[config.mk]
export PLATFORM = sky130hd
export DESIGN_NAME = if_id_hazard_stage
export DESIGN_NICKNAME = d
export VERILOG_FILES = /design/src/rtl/if_id_hazard_stage.sv
export SDC_FILE = /design/constraint.sdc
export NUM_CORES = 1
export LEC_CHECK = 0
export ABC_AREA = 1
export ABC_CLOCK_PERIOD_IN_PS = 2350
export BUFFER_PORTS_ARGS = -buffer_cell sky130_fd_sc_hd__buf_2
export CORE_MARGIN = 2
export CORE_UTILIZATION = 47
export DETAILED_ROUTE_END_ITERATION = 8
export GPL_ROUTABILITY_DRIVEN = 0
export GPL_TIMING_DRIVEN = 0
export PLACE_DENSITY = 0.75
export SYNTH_ARGS = -nofsm -noshare
export SYNTH_HDL_FRONTEND = slang
export SYNTH_SLANG_ARGS = --single-unit
[constraint.sdc]
create_clock -name clk -period 2.35 [get_ports clk]
set_input_delay 0.235 -clock clk [delete_from_list [all_inputs] [get_ports clk]]
set_output_delay 0.235 -clock clk [all_outputs]
set_load 0.005 [all_outputs]
[src/rtl/if_id_hazard_stage.sv]
// IF/ID pipeline register with load-use hazard detection, branch flush and
// a HLT drain state machine that stops fetch and raises halted.
module if_id_hazard_stage #(
    parameter int          DRAIN_CYCLES = 3,
    parameter logic [15:0] NOP_INSTR    = 16'h0000
) (
    input  logic        clk,
    input  logic        rst,
    input  logic [15:0] IF_instr,
    input  logic [15:0] IF_pc,
    input  logic        EX_memread,
    input  logic [3:0]  EX_regtowrite,
    input  logic        ex_branch_taken,
    output logic [15:0] ID_instr,
    output logic [15:0] ID_pc,
    output logic        ID_valid,
    output logic [3:0]  IF_ID_Rs,
    output logic [3:0]  IF_ID_Rt,
    output logic        pc_wen,
    output logic        id_ex_bubble,
    output logic        halted,
    output logic [15:0] stall_count
);

    localparam int CNT_W = (DRAIN_CYCLES > 1) ? $clog2(DRAIN_CYCLES + 1) : 1;

    typedef enum logic [1:0] {
        RUN    = 2'd0,
        DRAIN  = 2'd1,
        HALTED = 2'd2
    } state_t;

    state_t             state_reg, state_next;
    logic [CNT_W-1:0]   cnt_reg, cnt_next;
    logic [15:0]        instr_reg, instr_next;
    logic [15:0]        pc_reg, pc_next;
    logic               valid_reg, valid_next;
    logic [15:0]        stall_cnt_reg, stall_cnt_next;
    logic               halted_reg, halted_next;

    logic [3:0] opcode;
    logic       rs_used;
    logic       rt_used;
    logic       flush;
    logic       stall;
    logic       halt_det;

    // Source-field decode; LHB/LLB keep their source in [11:8], SW keeps its data reg there.
    assign opcode   = instr_reg[15:12];
    assign IF_ID_Rs = (opcode == 4'hA || opcode == 4'hB) ? instr_reg[11:8] : instr_reg[7:4];
    assign IF_ID_Rt = (opcode == 4'h9) ? instr_reg[11:8] : instr_reg[3:0];
    assign rs_used  = valid_reg && !(opcode == 4'hC || opcode == 4'hE || opcode == 4'hF);
    assign rt_used  = valid_reg && (opcode == 4'h0 || opcode == 4'h1 || opcode == 4'h2 ||
                                    opcode == 4'h3 || opcode == 4'h7 || opcode == 4'h9);

    assign flush    = ex_branch_taken && (state_reg == RUN);
    assign stall    = EX_memread &&
                      ((rs_used && (EX_regtowrite == IF_ID_Rs)) ||
                       (rt_used && (EX_regtowrite == IF_ID_Rt))) &&
                      (state_reg == RUN) && !ex_branch_taken;
    assign halt_det = (state_reg == RUN) && valid_reg && (opcode == 4'hF) && !flush && !stall;

    always_comb begin
        state_next     = state_reg;
        cnt_next       = cnt_reg;
        instr_next     = instr_reg;
        pc_next        = pc_reg;
        valid_next     = valid_reg;
        stall_cnt_next = stall_cnt_reg;
        halted_next    = halted_reg;
        pc_wen         = 1'b0;
        id_ex_bubble   = 1'b0;

        case (state_reg)
            RUN: begin
                if (flush) begin
                    instr_next   = NOP_INSTR;
                    valid_next   = 1'b0;
                    pc_wen       = 1'b1;
                    id_ex_bubble = 1'b1;
                end else if (stall) begin
                    id_ex_bubble = 1'b1;
                    if (stall_cnt_reg != 16'hFFFF) begin
                        stall_cnt_next = stall_cnt_reg + 16'd1;
                    end
                end else if (halt_det) begin
                    // The HLT itself still goes down the pipe; only fetch stops.
                    instr_next = NOP_INSTR;
                    valid_next = 1'b0;
                    cnt_next   = CNT_W'(DRAIN_CYCLES);
                    if (DRAIN_CYCLES == 0) begin
                        state_next  = HALTED;
                        halted_next = 1'b1;
                    end else begin
                        state_next = DRAIN;
                    end
                end else begin
                    instr_next = IF_instr;
                    pc_next    = IF_pc;
                    valid_next = 1'b1;
                    pc_wen     = 1'b1;
                end
            end
            DRAIN: begin
                id_ex_bubble = 1'b1;
                instr_next   = NOP_INSTR;
                valid_next   = 1'b0;
                if (cnt_reg <= CNT_W'(1)) begin
                    cnt_next    = '0;
                    state_next  = HALTED;
                    halted_next = 1'b1;
                end else begin
                    cnt_next = cnt_reg - CNT_W'(1);
                end
            end
            HALTED: begin
                id_ex_bubble = 1'b1;
                halted_next  = 1'b1;
                instr_next   = NOP_INSTR;
                valid_next   = 1'b0;
            end
            default: begin
                state_next = RUN;
            end
        endcase
    end

    always_ff @(posedge clk or negedge rst) begin
        if (!rst) begin
            state_reg     <= RUN;
            cnt_reg       <= '0;
            instr_reg     <= NOP_INSTR;
            pc_reg        <= 16'h0000;
            valid_reg     <= 1'b0;
            stall_cnt_reg <= 16'h0000;
            halted_reg    <= 1'b0;
        end else begin
            state_reg     <= state_next;
            cnt_reg       <= cnt_next;
            instr_reg     <= instr_next;
            pc_reg        <= pc_next;
            valid_reg     <= valid_next;
            stall_cnt_reg <= stall_cnt_next;
            halted_reg    <= halted_next;
        end
    end

    assign ID_instr    = instr_reg;
    assign ID_pc       = pc_reg;
    assign ID_valid    = valid_reg;
    assign stall_count = stall_cnt_reg;
    assign halted      = halted_reg;

endmodule
==> results of run 1 <==
cells in the mapped netlist, types with 2 or more instances:
| library cell | instances |
|---|---|
| nand2_1 | 154 |
| inv_1 | 25 |
| nand3_4 | 3 |
| nand3_2 | 2 |
| inv_2 | 5 |
| buf_2 | 4 |
| clkbuf_1 | 10 |
| xor2_1 | 7 |
| ha_1 | 6 |
| a21oi_1 | 4 |
| xnor2_1 | 7 |
| o21ai_2 | 2 |
| o21ai_0 | 4 |
| nor2_4 | 2 |
| nand4_2 | 2 |
| nand3_1 | 57 |
| nand2_2 | 2 |
| nand4_1 | 34 |
| nand2_4 | 4 |
| dfrtp_1 | 54 |
| nor2_1 | 41 |
layout make-up:
type | count | area, um^2 | share of cell area
sequential | 54 | 1360 | 0.318
tap | 96 | 120 | 0.0282
multi-input combinational | 340 | 1820 | 0.428
clock buffer | 5 | 68.8 | 0.0162
buffer | 14 | 75.1 | 0.0176
clock inverter | 3 | 25.0 | 0.00588
inverter | 30 | 113 | 0.0264
timing repair buffer | 118 | 679 | 0.160
repair_timing:
item / in CTS / in global routing
setup buffers: 9 / 8
pin swaps: 5 / 10
hold endpoints to repair: 0 / 16
hold buffers: 0 / 1
endpoints found under the setup margin: 2 / 26
resized for setup: 11 / 24
report_power, final:
group          total [uW]  switching (uW)  internal [uW]  leakage [uW]
clock network         543             327            216     0.0000447
registers             950            7.41            942      0.000722
logic                 124            70.9           53.4       0.00159
path summary, 6_finish.rpt:
check	startpoint	to	slack [ps]	depth (start not counted)
max	ID_instr[13]	id_ex_bubble	60	13
min	IF_pc[3]	ID_pc[3]	160	3
max reg2reg	ID_instr[13]	stall_count[10]	160	13
min reg2reg	halted	halted	460	1
max in group asynchronous	rst	ID_instr[13]	1420	3
min in group asynchronous	rst	ID_pc[10]	370	2
cells by family (layout without fill, tap and decap cells):
group                    Yosys count  count (layout)
adder cells (fa/ha/maj)            6               6
AND/OR/NAND/NOR                  305             305
XOR/XNOR                          14              14
flip-flops                        54              54
buffers and inverters             46             170
AO/OA/AOI/OAI                     15              15
worst reg2reg max path, cell delays in order (launching register included):
cell and delay [ps]:
dfrtp_2 480, nor2_4 230, buf_4 150, nand3_1 60, nand3_1 100, nand2_2 70, nor2_4 110, nand3_4 100
nand2_4 120, buf_4 120, nand4_2 170, buf_4 260, nand2_1 60, nand2_1 50
per-stage QoR:
step | setup TNS (ps) | cells | power (uW) | instance area [um^2] | hold WS [ps]
2_1_floorplan | 0 | 440 | 1010 | 3290 | -60.6
4_1_cts | 0 | 651 | 1620 | 4100 | 157
6_report | 0 | 660 | 1620 | 4260 | 156
5_1_grt | -139 | 660 | 1690 | 4260 | 159
3_5_place_dp | -52.9 | 635 | 1080 | 3900 | 456
3_3_place_gp | 0 | 635 | 1080 | 3900 | 443
routing by layer:
metal / GRT usage / share of wire / vias up
met2: 0.397 / 0.50 / 96
met5: 0 / 0 / -
li1: - / - / 1703
met3: 0.0424 / 0.050 / 8
met1: 0.303 / 0.43 / 1606
met4: 0.0769 / 0.014 / 0
==> results.py, run 1 <==
metrics = {
    "yosys": {
        "syn_nets": 486,
        "synth_seq_area_share": 0.411,
        "yosysWarnings": 0,
        "synth_area_leader_cell": "dfrtp_1",
        "ys.flop_type": "dfrtp_1",
        "avgSynthCellArea_um2": 7.47,
        "synthCells": 440,
        "yosys.cell_types.count": 32,
        "synthTopCellsByArea": "dfrtp_1 (41%), nand2_1 (18%), nand3_1 (8.7%), nand4_1 (6.5%), nor2_1 (4.7%)",
        "synth_top_area_frac": 0.411,
        "syn_area_um2": 3290,
        "synth-compound-area-share": 0.0305,
        "synth_top_family_by_area": "simple AND/OR/NAND/NOR gates",
        "synth_edf_count": 0,
        "async_reset_ff_frac": 1.00,
        "synth_mux_area_frac": 0,
        "yosys.area_share.simple": 0.441,
        "synthXorXnorAreaFrac": 0.0373,
        "synth_fa_ha_area_frac": 0.0228,
        "yosys_register_bits": 54,
    },
    "outcome": {
        "status": "complete, no violations",
    },
    "setup_path": {
        "cpPeakStageDelay_ps": 480,
        "critPathCaptureType": "output pin",
        "critPathMaxFanout": 6,
        "cp-start-kind": "flip-flop",
        "crit_slowest_cell": "dfrtp_2",
        "crit_type": "flip-flop to output pin",
        "cpLargestDelayFamily": "simple AND/OR/NAND/NOR gates",
        "path_buf_inv": 3,
        "critPathArrivalTime_ps": 2050,
        "cp.required_ps": 2120,
        "path_cells": "nor2_4 > buf_4 > nand3_1 > nand3_1 > nand2_2 > nor2_4 > nand3_4 > nand2_4 > nand2_8 > nand3_2 > nand2_1 > inv_1 > buf_2",
    },
    "drt": {
        "vias_per_cell": 5.17,
        "drt_iter0_markers": 226,
        "antenna_left": 0,
        "route.detailed.drc": 0,
        "firstDrtPassIters": 5,
        "drt_wl_total_um": 8790,
        "vias": 3413,
        "wire_per_inst_um": 13.3,
    },
    "power_and_ir_drop": {
        "vdd_ir_drop_max_mv": 0.266,
        "p_leak_uw": 0.00236,
        "p_per_area_nw_per_um2": 380,
    },
    "sta": {
        "maxSlewViolCount": 0,
        "fin_crit_sh": 0.972,
        "setup_viol": 0,
        "rsz0062_at_grt": "true",
        "period_needed_ps": 2290,
        "maxSlewHeadroom": 0.647,
        "max_freq_mhz": 438,
        "hold_viol_final": 0,
        "clock-skew-final_ps": 17.5,
        "tightest_slew_ps": 528,
        "layout_setup_ws_ps": 64.7,
    },
    "flow_run": {
        "cap_violations": 0,
    },
    "die": {
        "die_y_um": 87.6,
        "start_util": 0.484,
        "dieArea_um2": 7680,
        "num_io_pins": 100,
        "die_x_um": 87.6,
        "rows": 30,
        "core_um2": 6790,
    },
    "global_route": {
        "track_usage": 0.234,
        "grt_remaining_overflow": 0,
        "antenna_found_initial": 0,
        "grt_pass1_vias": 3146,
        "grt_pass1_wl_um": 14200,
        "grt_max_degree": 55,
    },
    "clock_network": {
        "cts_made_buffers": 5,
        "cts.reportedPaths.clkPinSlew_ps": 110,
        "clock_latency_ps": 320,
        "cts_max_path_buffers": 2,
        "cts_tree": "done",
        "h-tree-depth": 2,
        "clock-root-buffer": "clkbuf_8",
        "cts_sinks": 54,
    },
    "finish": {
        "postLayoutCoreUtil": 0.627,
        "layout-drive-gt1-share": 0.316,
        "final_common_cell": "nand2_1",
        "nets": 609,
        "num-fill-cells": 597,
        "antenna_cells": 0,
        "layout_common_cells": "nand2_1 (147), buf_2 (100), nand3_1 (53), dfrtp_1 (51), nor2_1 (35)",
        "areaGrowthSynthToFinish_pct": 29.6,
    },
    "placement": {
        "io_buffer_count": 99,
        "dp_slack_ps": -52.9,
        "dp_hpwl_um": 6490,
    },
    "hold_path": {
        "hold_class": "primary input to flip-flop",
    },
}
Power figures use the tool's default switching activity.
==> run 2, diff against run 1 <==
--- a/config.mk
+++ b/config.mk
@@ -6,7 +6,7 @@
 export NUM_CORES = 1
 export LEC_CHECK = 0
 export ABC_AREA = 1
-export ABC_CLOCK_PERIOD_IN_PS = 2350
+export ABC_CLOCK_PERIOD_IN_PS = 2700
 export BUFFER_PORTS_ARGS = -buffer_cell sky130_fd_sc_hd__buf_2
 export CORE_MARGIN = 2
 export CORE_UTILIZATION = 47
==> constraint.sdc (replaced) <==
create_clock -name clk -period 2.7 [get_ports clk]
set_input_delay 0.27 -clock clk [delete_from_list [all_inputs] [get_ports clk]]
set_output_delay 0.27 -clock clk [all_outputs]
set_load 0.005 [all_outputs]
==> run 2 against run 1 <==
Compared with the run above:
- clock power shrank 13%
- wire length fell by 3.2%
- first-iteration DRC count increased by 14%
- critical path type unchanged
- largest cell class unchanged
- largest power group unchanged
==> results.py, run 2 (synthesis gave the netlist of run 1 again) <==
metrics = {
    "setup_path": {
        "path_buf_inv": 2,
        "path_cells": "nor2_4 > nand3_1 > nand3_1 > nand2_1 > nor2_1 > nand3_4 > nand2_4 > nand2_4 > nand3_1 > nand2_1 > inv_1 > buf_2",
        "critPathMaxFanout": 9,
        "cpLargestDelayFamily": "simple AND/OR/NAND/NOR gates",
        "crit_type": "flip-flop to output pin",
        "critPathCaptureType": "output pin",
        "critPathArrivalTime_ps": 2190,
        "cp-start-kind": "flip-flop",
        "cpPeakStageDelay_ps": 500,
        "crit_slowest_cell": "dfrtp_2",
        "cp.required_ps": 2430,
        "path_common_cell": "nand3_1",
    },
    "flow_run": {
        "cap_violations": 0,
    },
    "clock_network": {
        "cts_max_path_buffers": 2,
        "cts_sinks": 54,
        "clock_latency_ps": 320,
        "h-tree-depth": 2,
        "cts.reportedPaths.clkPinSlew_ps": 110,
        "cts_tree": "done",
        "cts_made_buffers": 5,
        "clock-root-buffer": "clkbuf_8",
    },
    "global_route": {
        "grt_remaining_overflow": 0,
        "track_usage": 0.230,
        "grt_max_degree": 55,
        "antenna_found_initial": 0,
        "grt_pass1_vias": 3126,
        "grt_pass1_wl_um": 14000,
    },
    "sta": {
        "fin_setup_tns_ps": 0,
        "setup_viol": 0,
        "hold_viol_final": 0,
        "max_freq_mhz": 406,
        "rsz0062_at_grt": "false",
        "fin_crit_sh": 0.911,
        "maxSlewHeadroom": 0.621,
        "clock-skew-final_ps": 16.7,
        "tightest_slew_ps": 566,
        "maxSlewViolCount": 0,
        "period_needed_ps": 2460,
    },
    "finish": {
        "finish.instance_area_um2": 4060,
        "layout_common_cells": "nand2_1 (154), buf_2 (102), nand3_1 (57), dfrtp_1 (51), nor2_1 (40)",
        "postLayoutCoreUtil": 0.598,
        "stdcell_count": 648,
        "areaGrowthSynthToFinish_pct": 23.6,
        "antenna_cells": 0,
        "num-fill-cells": 639,
        "final_common_cell": "nand2_1",
        "nets": 597,
        "layout-drive-gt1-share": 0.264,
    },
    "die": {
        "start_util": 0.484,
        "die_x_um": 87.6,
        "num_io_pins": 100,
        "core_um2": 6790,
        "dieArea_um2": 7680,
        "rows": 30,
        "die_y_um": 87.6,
    },
    "drt": {
        "route.detailed.drc": 0,
        "antenna_left": 0,
        "wire_per_inst_um": 13.1,
        "firstDrtPassIters": 4,
        "vias": 3333,
        "drt_iter0_markers": 258,
        "vias_per_cell": 5.14,
        "drt_wl_total_um": 8510,
    },
    "placement": {
        "dp_hpwl_um": 6490,
        "io_buffer_count": 99,
        "dp.cells": 635,
        "post_dp_cell_area_um2": 3900,
    },
    "power_and_ir_drop": {
        "p_per_area_nw_per_um2": 345,
        "p_leak_uw": 0.00230,
        "vdd_ir_drop_max_mv": 0.231,
    },
    "hold_path": {
        "hold_class": "primary input to flip-flop",
    },
    "outcome": {
        "status": "complete, no violations",
    },
}
==> run 2: cell count changes in the layout (fill, tap and decap cells not counted), moves of 3 or more <==
cell,previous run,this run
nor2_1,35,40
buf_6,4,1
nand3_1,53,57
nand2_2,9,2
nor2_2,4,0
nand2_1,147,154
nand3_2,6,2
buf_4,16,5
==> run 2: power breakdown <==
group          internal [uW]  switching [uW]
sequential               820            6.34
combinational           45.4            59.3
clock                    188             283
==> run 2: final cells by class <==
class / instances / area, um^2 / share of cell area
multi-input cells: 340 / 1750 / 0.431
flip-flops and latches: 54 / 1360 / 0.334
repair buffers: 105 / 556 / 0.137
well taps: 96 / 120 / 0.0296
inverters: 30 / 113 / 0.0277
plain buffers: 15 / 72.6 / 0.0179
clock buffers: 5 / 68.8 / 0.0169
clock inverters: 3 / 25.0 / 0.00616
==> run 2: per-layer routing <==
layer | wire length [um] | vias up | share of wire | global-route usage
met5 | 0 | - | 0 | 0
met4 | 146 | 0 | 0.017 | 0.0797
met3 | 351 | 13 | 0.041 | 0.0386
met2 | 4210 | 86 | 0.50 | 0.389
met1 | 3800 | 1562 | 0.45 | 0.298
li1 | - | 1672 | - | -
==> run 2: worst paths after layout <==
path / cells past startpoint / end / from / slack (ps)
min in group asynchronous: 2 / ID_pc[11] / rst / 410
hold / removal: 3 / ID_pc[3] / IF_pc[3] / 190
setup / recovery: 12 / id_ex_bubble / ID_instr[13] / 240
hold reg to reg: 1 / halted / halted / 460
setup reg to reg: 13 / ID_instr[5] / ID_instr[13] / 440
max in group asynchronous: 3 / ID_instr[13] / rst / 1730
==> run 2: what timing repair did <==
action | 4_1_cts | 5_1_grt
pin swaps | 1 | 1
setup buffers | 0 | 4
hold buffers | 0 | 1
gates resized for setup | 2 | 5
endpoints found under the hold margin | 0 | 16
setup endpoints to repair | 1 | 1
==> run 2: worst min-delay path: cells and delay by family <==
kind / cells / cell delay [ps]
buffers and inverters: 1 / 90
AND/OR/NAND/NOR: 2 / 120
==> run 2: metrics by stage <==
| step | total power (uW) | setup WS [ps] | hold slack, ps |
|---|---|---|---|
| 2_1_floorplan | 877 | 691 | -25.6 |
| 5_1_grt | 1460 | 73.3 | 201 |
| 3_3_place_gp | 941 | 322 | 443 |
| 4_1_cts | 1410 | 24.3 | 192 |
| 3_5_place_dp | 944 | 262 | 456 |
| 6_report | 1400 | 240 | 193 |
==> run 3, diff against run 2 <==
--- a/config.mk
+++ b/config.mk
@@ -13,7 +13,8 @@
 export DETAILED_ROUTE_END_ITERATION = 8
 export GPL_ROUTABILITY_DRIVEN = 0
 export GPL_TIMING_DRIVEN = 0
-export PLACE_DENSITY = 0.75
+export PLACE_DENSITY_LB_ADDON = 0.1
+export RECOVER_POWER = 100
 export SYNTH_ARGS = -nofsm -noshare
 export SYNTH_HDL_FRONTEND = slang
 export SYNTH_SLANG_ARGS = --single-unit
==> run 3 against run 2 <==
Compared with the run above:
- global-route usage is 0.41 points lower
- flip-flop and latch count unchanged
- final area decreased by 1.3%
- clock power is 21% higher
- sequential share of layout area up 0.37 points
- clock skew down 2.6 ps
- worst hold slack improved by 7.9 ps
- critical path type unchanged
- total power grew 6.5%
- largest cell class unchanged
- fmax grew 0.49%
- die area did not move
==> results.py, run 3 (synthesis gave the netlist of run 1 again) <==
metrics = {
    "sta": {
        "maxSlewViolCount": 0,
        "rsz0062_at_grt": "false",
        "tightest_slew_ps": 1340,
        "fin_setup_tns_ps": 0,
        "setup_viol": 0,
        "period_needed_ps": 2450,
        "fin_crit_sh": 0.907,
        "hold_viol_final": 0,
        "maxSlewHeadroom": 0.108,
        "clock-skew-final_ps": 14.1,
        "max_freq_mhz": 408,
    },
    "global_route": {
        "grt_max_degree": 55,
        "grt_remaining_overflow": 0,
        "grt_pass1_vias": 2916,
        "grt_pass1_wl_um": 13800,
        "antenna_found_initial": 0,
        "track_usage": 0.226,
    },
    "power_and_ir_drop": {
        "p_leak_uw": 0.00218,
        "p_per_area_nw_per_um2": 372,
        "vdd_ir_drop_max_mv": 0.189,
    },
    "die": {
        "dieArea_um2": 7680,
        "die_y_um": 87.6,
        "core_um2": 6790,
        "rows": 30,
        "die_x_um": 87.6,
        "num_io_pins": 100,
        "start_util": 0.484,
    },
    "setup_path": {
        "critPathArrivalTime_ps": 2180,
        "critPathMaxFanout": 10,
        "crit_slowest_cell": "dfrtp_1",
        "crit_type": "flip-flop to output pin",
        "cpPeakStageDelay_ps": 380,
        "critPathCaptureType": "output pin",
        "cp-start-kind": "flip-flop",
        "path_common_cell": "inv_1",
        "path_cells": "inv_1 > ha_1 > nand4_1 > inv_2 > nor2_4 > clkbuf_2 > nand2_1 > inv_1 > clkbuf_1",
        "cp.required_ps": 2430,
    },
    "finish": {
        "finish.instance_area_um2": 4010,
        "areaGrowthSynthToFinish_pct": 22.0,
        "multi_input_area_um2": 1740,
        "nets": 597,
        "layout-drive-gt1-share": 0.207,
        "num-fill-cells": 677,
        "register_area_um2": 1350,
        "antenna_cells": 0,
        "layout_common_cells": "nand2_1 (154), buf_2 (74), nand3_1 (58), dfrtp_1 (53), nor2_1 (40)",
        "final_common_cell": "nand2_1",
    },
    "drt": {
        "vias_per_cell": 5.01,
        "vias": 3248,
        "drt_iter0_markers": 196,
        "drt_wl_total_um": 8420,
        "wire_per_inst_um": 13.0,
        "route.detailed.drc": 0,
        "firstDrtPassIters": 4,
        "antenna_left": 0,
    },
    "hold_path": {
        "hold_class": "primary input to flip-flop",
    },
    "clock_network": {
        "cts.reportedPaths.clkPinSlew_ps": 110,
        "cts_tree": "done",
        "clock-root-buffer": "clkbuf_8",
        "cts_hold_buf": 0,
        "clock_latency_ps": 310,
        "cts_max_path_buffers": 2,
        "h-tree-depth": 2,
        "cts_sinks": 54,
        "cts_made_buffers": 5,
    },
    "placement": {
        "dp_hpwl_um": 6390,
        "post_dp_cell_area_um2": 3900,
        "io_buffer_count": 99,
    },
    "outcome": {
        "status": "complete, no violations",
    },
    "flow_run": {
        "cap_violations": 0,
    },
}
[run 3: changes by cell type in the layout (fill, tap and decap cells not counted), moves of 2 or more]
cell / before / now
dfrtp_1: 51 / 53
nand4_1: 34 / 36
clkbuf_2: 1 / 3
dfrtp_2: 3 / 1
buf_2: 102 / 74
nand4_2: 2 / 0
clkbuf_1: 9 / 37
[run 3: worst paths after layout]
kind | from | slack (ps) | cells after the start | to
max in group asynchronous | rst | 1560 | 1 | ID_instr[13]
setup / recovery | state_reg[0] | 250 | 9 | pc_wen
hold reg to reg | halted | 470 | 1 | halted
hold / removal | IF_pc[13] | 200 | 3 | ID_pc[13]
min in group asynchronous | rst | 250 | 1 | ID_pc[6]
setup reg to reg | ID_instr[14] | 270 | 14 | ID_pc[12]
[run 3: area by class of cell]
| cell class | instances | share of cell area |
|---|---|---|
| Buffer | 15 | 0.0172 |
| Sequential cell | 54 | 0.337 |
| Inverter | 30 | 0.0281 |
| Multi-Input combinational cell | 340 | 0.433 |
| Tap cell | 96 | 0.0300 |
| Timing Repair Buffer | 105 | 0.126 |
| Clock inverter | 3 | 0.0119 |
| Clock buffer | 5 | 0.0172 |
[run 3: report_power, final]
| part | switching [uW] | internal [uW] | total, uW |
|---|---|---|---|
| combinational | 57.2 | 39.6 | 96.8 |
| clock | 286 | 283 | 570 |
| sequential | 6.10 | 820 | 826 |
| total | 349 | 1140 | 1490 |
[run 3: what timing repair did]
item	CTS	global route
endpoints found under the setup margin	1	1
gates resized for setup	3	3
pin swaps	1	1
buffers inserted	0	6
[run 3: per-stage QoR]
stage	util	std cells	total power, uW	hold slack (ps)	setup WS, ps
after floorplan	-	440	877	-25.6	691
after global placement	0.574	635	942	441	219
after detailed placement	0.574	635	943	442	223
after CTS	0.592	643	1510	194	21.7
after global routing	0.590	648	1540	206	41.6
final	0.590	648	1490	201	252
[run 3: worst max-delay path: cells and delay by family, from the launching register on]
family | cells | cell delay (ps)
flops | 1 | 380
simple gates | 3 | 580
buf+inv | 5 | 630
fa+ha+maj | 1 | 260
[run 3: metal layers]
layer	up-vias	wire length, um	GRT usage
met5	-	0	0
met1	1499	4130	0.328
li1	1666	-	-
met3	6	367	0.0302
met4	0	71	0.0517
met2	77	3860	0.361
